===== config.mk =====
export PLATFORM = sky130hd
export DESIGN_NAME = err_inject_sequencer
export DESIGN_NICKNAME = d
export VERILOG_FILES = /design/src/rtl/err_inject_sequencer.sv
export SDC_FILE = /design/constraint.sdc
export NUM_CORES = 1
export LEC_CHECK = 0
export CAP_MARGIN = 20
export CORE_ASPECT_RATIO = 2
export CORE_MARGIN = 2
export CORE_UTILIZATION = 47
export DETAILED_ROUTE_END_ITERATION = 8
export HOLD_SLACK_MARGIN = 0.12
export MAX_ROUTING_LAYER = met4
export PLACE_DENSITY = 0.69
export SYNTH_ARGS = -nofsm -noshare
export SYNTH_HDL_FRONTEND = slang
export SYNTH_SLANG_ARGS = --single-unit

===== constraint.sdc =====
create_clock -name clk -period 8.4 [get_ports clk]
set_input_delay 1.68 -clock clk [delete_from_list [all_inputs] [get_ports clk]]
set_output_delay 1.68 -clock clk [all_outputs]
set_load 0.02 [all_outputs]

===== src/rtl/err_inject_sequencer.sv =====
// err_inject_sequencer: sole driver of err_en/err_ctrl into the error splitter tree (single/sweep injection).
// Define ERR_SEQ_RAND_EN to add mode 10 (LFSR-picked random sites) and the SELECT state.
module err_inject_sequencer #(
    parameter int INW       = 5,
    parameter int NUM_SITES = 25,
    parameter int CNTW      = 16
) (
    input  logic            clk,
    input  logic            rst_n,
    input  logic            start,
    input  logic            abort,
    input  logic [1:0]      mode,
    input  logic [INW-1:0]  first_idx,
    input  logic [INW-1:0]  last_idx,
    input  logic [CNTW-1:0] delay,
    input  logic [CNTW-1:0] hold,
    output logic            busy,
    output logic            done,
    output logic            cfg_err,
    output logic            err_en,
    output logic [INW-1:0]  err_ctrl
);
    localparam logic [INW-1:0] LAST = INW'(NUM_SITES - 1);

    typedef enum logic [2:0] {
        IDLE, DELAY, INJECT, NEXT, DONE
`ifdef ERR_SEQ_RAND_EN
        , SELECT
`endif
    } state_t;

    state_t          state, nxt, ent;
    logic [INW-1:0]  cur, cur_n, last_q, last_n;
    logic [1:0]      mode_q, mode_n;
    logic [CNTW-1:0] cnt, cnt_n, dly_q, hld_q, dly_s, hld_s, hld_m1, ent_cnt;
    logic            bad, rej;

`ifdef ERR_SEQ_RAND_EN
    logic [15:0] lfsr;
    always_ff @(posedge clk or negedge rst_n)
        if (!rst_n) lfsr <= 16'hACE1;
        else        lfsr <= {lfsr[14:0], lfsr[15] ^ lfsr[13] ^ lfsr[12] ^ lfsr[10]};
`endif

    // in IDLE the live inputs are used so the first injection can start at T+1
    assign dly_s   = (state == IDLE) ? delay : dly_q;
    assign hld_s   = (state == IDLE) ? hold  : hld_q;
    assign hld_m1  = (hld_s == '0) ? '0 : hld_s - 1'b1;
    assign ent     = (dly_s == '0) ? INJECT : DELAY;
    assign ent_cnt = (dly_s == '0) ? hld_m1 : dly_s - 1'b1;

    assign bad = (mode == 2'b11)
`ifndef ERR_SEQ_RAND_EN
              || (mode == 2'b10)
`endif
              || (mode != 2'b10 && first_idx > LAST)
              || (mode == 2'b01 && (last_idx > LAST || last_idx < first_idx));

    always_comb begin
        nxt    = state;
        cnt_n  = cnt;
        cur_n  = cur;
        last_n = last_q;
        mode_n = mode_q;
        rej    = 1'b0;
        case (state)
            IDLE: if (start && !abort) begin
                if (bad) rej = 1'b1;
                else begin
                    mode_n = mode;
                    cur_n  = first_idx;
                    last_n = last_idx;
                    nxt    = ent;
                    cnt_n  = ent_cnt;
`ifdef ERR_SEQ_RAND_EN
                    if (mode == 2'b10) nxt = SELECT;
`endif
                end
            end
            DELAY: begin
                nxt   = (cnt == '0) ? INJECT : DELAY;
                cnt_n = (cnt == '0) ? hld_m1 : cnt - 1'b1;
            end
            INJECT: begin
                nxt   = (cnt == '0) ? NEXT : INJECT;
                cnt_n = (cnt == '0) ? cnt : cnt - 1'b1;
            end
            NEXT: begin
                nxt = DONE;
                if (mode_q == 2'b01 && cur != last_q) begin
                    cur_n = cur + 1'b1;
                    nxt   = ent;
                    cnt_n = ent_cnt;
                end
`ifdef ERR_SEQ_RAND_EN
                // last_q counts remaining random injections
                if (mode_q == 2'b10 && last_q != '0) begin
                    last_n = last_q - 1'b1;
                    nxt    = SELECT;
                end
`endif
            end
`ifdef ERR_SEQ_RAND_EN
            SELECT: if (lfsr[INW-1:0] <= LAST) begin
                cur_n = lfsr[INW-1:0];
                nxt   = ent;
                cnt_n = ent_cnt;
            end
`endif
            default: nxt = IDLE;
        endcase
        if (abort && state != IDLE && state != DONE) nxt = DONE;
    end

    always_ff @(posedge clk or negedge rst_n) begin
        if (!rst_n) begin
            state    <= IDLE;
            cnt      <= '0;
            cur      <= '0;
            last_q   <= '0;
            mode_q   <= '0;
            dly_q    <= '0;
            hld_q    <= '0;
            busy     <= 1'b0;
            done     <= 1'b0;
            cfg_err  <= 1'b0;
            err_en   <= 1'b0;
            err_ctrl <= '0;
        end else begin
            state    <= nxt;
            cnt      <= cnt_n;
            cur      <= cur_n;
            last_q   <= last_n;
            mode_q   <= mode_n;
            dly_q    <= dly_s;
            hld_q    <= hld_s;
            busy     <= nxt != IDLE;
            done     <= nxt == DONE;
            cfg_err  <= rej;
            err_en   <= nxt == INJECT;
            err_ctrl <= (nxt == INJECT) ? cur_n : '0;
        end
    end
endmodule

==> summary.md <==
| Metric | Value |
|---|---|
| Status | finished, final reports clean |
| Die H | 151 um |
| Pre-CTS setup slack | 3.55 ns |
| Hold_buf cts | 0 |
| Gr usage total | 30.2% |
| Site Rows | 53 |
| DRT Pass-1 Iters | 5 |
| Final setup vio count | 0 |
| Cell Chain, Critical Path | clkdlybuf4s50_1 -> mux2i_1 -> ha_1 -> or4b_2 -> nor3_1 -> o2111ai_1 -> a31oi_1 -> o22ai_1 -> a22o_1 |
| Worst skew pair latency | 0.34 ns |
| Hold path depth | 2 |
| Mapped cell area | 0.00509 mm2 |
| Net Count, Synth | 645 |
| Pint | 1.08 mW |
| EDFF count, synth | 0 |
| Endpoints failing hold | 0 |
| Warnings from Yosys | 0 |
| Die ar. | 0.0117 mm2 |
| Root Buffer | clkbuf_16 |
| Crit Path Max Fanout | 7 |
| Vias in the first global route | 5051 |
| HP Class | reg -> reg |
| Setup repair after global routing missed its margin | false |
| Hold_sp | mode_q[0] |
| Growth of design area from synthesis to finish | 19.4% |
| Pwr per Cell Area | 320 mW/mm2 |
| CTS tree | done |
| RR Startpoint | state[0] |
| First-pass GRT wire length | 26300 um |
| Initial antenna violation count | 0 |
| CP max stage cell | or4b_2 |
| Slew HR | 31.8% |
| Layout cells sized above 1 | 9.92% |
| Worst path max stage delay | 0.65 ns |
| WS Path Type | in -> reg |
| Core ar. | 0.0105 mm2 |
| Sequential power share | 32.5% |
| Asr flop ratio synth | 100% |
| Largest net degree at the start of global routing | 73 |
| CP endpoint kind | register |
| CTS sink cnt | 72 |
| Vias | 5033 |
| Reg2Reg Setup Slack | 4.24 ns |
| IO Port Bufs | 56 |
| WL final | 16700 um |
| GP Congestion | 0.988 |
| Crit Reg-Reg Endpoint | cnt[4] |
| Max-Cap Viols | 0 |
| Switch Pwr | 0.867 mW |
| Resized Gates After CTS | 0 |
| Clk network pwr share | 19.9% |
| Die X | 77.6 um |
| Syn Area/Cell | 8.64 um2 |
| Post-route ant nets | 0 |
| Synthesized instance count | 589 |
| Global route total overflow | 0 |
| Worst VDD drop | 0.155 mV |
| Leak | 2.41 nW |
| Sequential cell area fraction in the yosys report | 35.4% |
| Remaining DRCs | 0 |
| Switching Share | 44.5% |
| Worst Max-Slew Pin Slew | 1.01 ns |
| Post-DR wirelength/cell | 21.3 um |
| Period utilisation layout | 54.0% |
| # IOs | 57 |
| Starting Density | 48.3% |
| F_max | 220 MHz |
| Logic pwr share | 47.6% |
| Arr. time, crit path | 4.77 ns |
| Final HPWL DP | 12900 um |
| Worst setup margin | 3.86 ns |
| Vias per cell | 6.44 |
| Hold path endpoint | mode_q[0] |
| Reg clk slew, reported paths | 0.06 ns |
| Synthesized flop and latch total | 72 |
| CTS buffer count | 9 |
| Synth unique cells | 75 |
| Final Slew Violations | 0 |
| Post-CTS setup buffers | 0 |
| Setup crit start kind | primary input |
| Post-layout nets | 696 |
| Filler cell count | 970 |
| Dominant synthesized flop cell | dfrtp_1 |
| Ant diodes | 0 |
| Worst Clk Skew | 0.00684 ns |
| WP data required | 8.63 ns |
| H-tree lvl count | 3 |
| Total negative setup slack | 0 ns |
| Clock Path Buffers | 2 |
| Min Clock Period, post-route | 4.54 ns |
| R2R depth | 10 |
| Initial DRC Count | 310 |
worst max-delay path: cells and delay by family:
| kind | cells | cell delay [ns] |
|---|---|---|
| adder cells (fa/ha/maj) | 1 | 0.30 |
| AO/OA/AOI/OAI | 4 | 1.12 |
| multiplexers | 1 | 0.25 |
| AND/OR/NAND/NOR | 2 | 0.98 |
| buffers and inverters | 1 | 0.43 |
through the flow:
stage                     hold WS [ns]  instance area [um2]  utilization [%]  power, mW  std cells
after floorplan                  0.438                 5090                -       1.25        589
after global placement           0.454                 5780             54.8       1.53        766
after detailed placement         0.466                 5780             54.8       1.55        766
after CTS                        0.484                 6080             57.6       1.94        782
after global routing             0.529                 6080             57.6       2.06        782
final                            0.480                 6080             57.6       1.95        782
per-layer routing:
metal | global-route usage, % | share of wire [%] | vias up
li1 | - | - | 2348
met1 | 30.0 | 35 | 2439
met2 | 54.1 | 55 | 188
met3 | 4.41 | 4.0 | 58
met4 | 19.6 | 6.3 | 0
met5 | - | 0 | -
cell type report:
cell class              count  area [um2]  area share [%]
repair buffers             64         616            10.1
clock buffers               9         225            3.71
multi-input cells         472        3110            51.2
flip-flops and latches     72        1800            29.6
clock inverters             7        72.6            1.19
well taps                 137         171            2.82
inverters                  21        78.8            1.30
power groups by stage:
| stage | logic (mW) | clock network, mW | registers [mW] |
|---|---|---|---|
| global route | 1.01 | 0.407 | 0.647 |
| global placement | 0.905 | 0 | 0.629 |
| detailed placement | 0.913 | 0 | 0.633 |
| CTS | 0.916 | 0.394 | 0.628 |
| floorplan | 0.666 | 0 | 0.583 |
| finish | 0.926 | 0.387 | 0.632 |
Yosys cell counts (7+ instances only):
library cell / instances / area share [%]
nand2_1: 80 / 5.9
dfrtp_1: 72 / 35
nor3_1: 40 / 3.9
nor2_1: 33 / 2.4
o21ai_0: 22 / 2.2
inv_1: 21 / 1.5
mux2i_1: 20 / 3.9
nand3_1: 20 / 2.0
mux2_2: 17 / 3.8
nor4_1: 17 / 2.1
xnor2_1: 15 / 2.6
a21oi_1: 13 / 1.3
o211ai_1: 13 / 1.9
clkbuf_1: 12 / 0.88
or3_1: 11 / 1.4
a211oi_1: 10 / 1.5
a31oi_1: 9 / 1.1
buf_2: 9 / 0.88
ha_1: 8 / 2.0
nand4_1: 8 / 0.98
o31ai_1: 8 / 1.2
nand2b_1: 7 / 0.86
or4_1: 7 / 1.0
cell families (layout without fill, tap and decap cells):
family,count (synthesis),in the layout,share of synthesized area (%)
AOI/OAI and AO/OA,136,136,19.5
xor gates and xnor gates,21,21,3.61
adders and majority gates,8,8,1.97
buffers and inverters,45,101,3.61
DFF,72,72,35.4
muxes,38,38,8.13
and+or+nand+nor,269,269,27.8
how the worst max path moves through the flow:
stage	to	cells after the start	start	slack (ns)
4_1_cts	cnt[10]	9	hold[0]	3.90
5_1_grt	cnt[4]	9	hold[0]	3.66
3_3_place_gp	cnt[4]	9	hold[0]	3.66
2_1_floorplan	cnt[4]	8	hold[0]	4.42
6_report	cnt[4]	9	hold[0]	3.86
3_5_place_dp	cnt[10]	9	hold[0]	3.55
placed cells by master (no fill, tap or decap), types with 9 or more instances in the layout:
master,count
nand2_1,80
dfrtp_1,72
clkdlybuf4s50_1,55
nor3_1,39
nor2_1,33
o21ai_0,22
inv_1,21
mux2i_1,20
nand3_1,20
mux2_2,17
nor4_1,17
xnor2_1,15
a21oi_1,13
o211ai_1,13
or3_1,10
a211oi_1,10
a31oi_1,9
clkbuf_16,9
sequential cells by signal, summed over array words and instances, names as in the netlist:
| signal | flops |
|---|---|
| busy | 1 |
| cfg_err | 1 |
| cnt | 16 |
| cur | 5 |
| dly_q | 16 |
| done | 1 |
| err_ctrl | 5 |
| err_en | 1 |
| hld_q | 16 |
| last_q | 5 |
| mode_q | 2 |
| state | 3 |
Power figures use the tool's default switching activity.
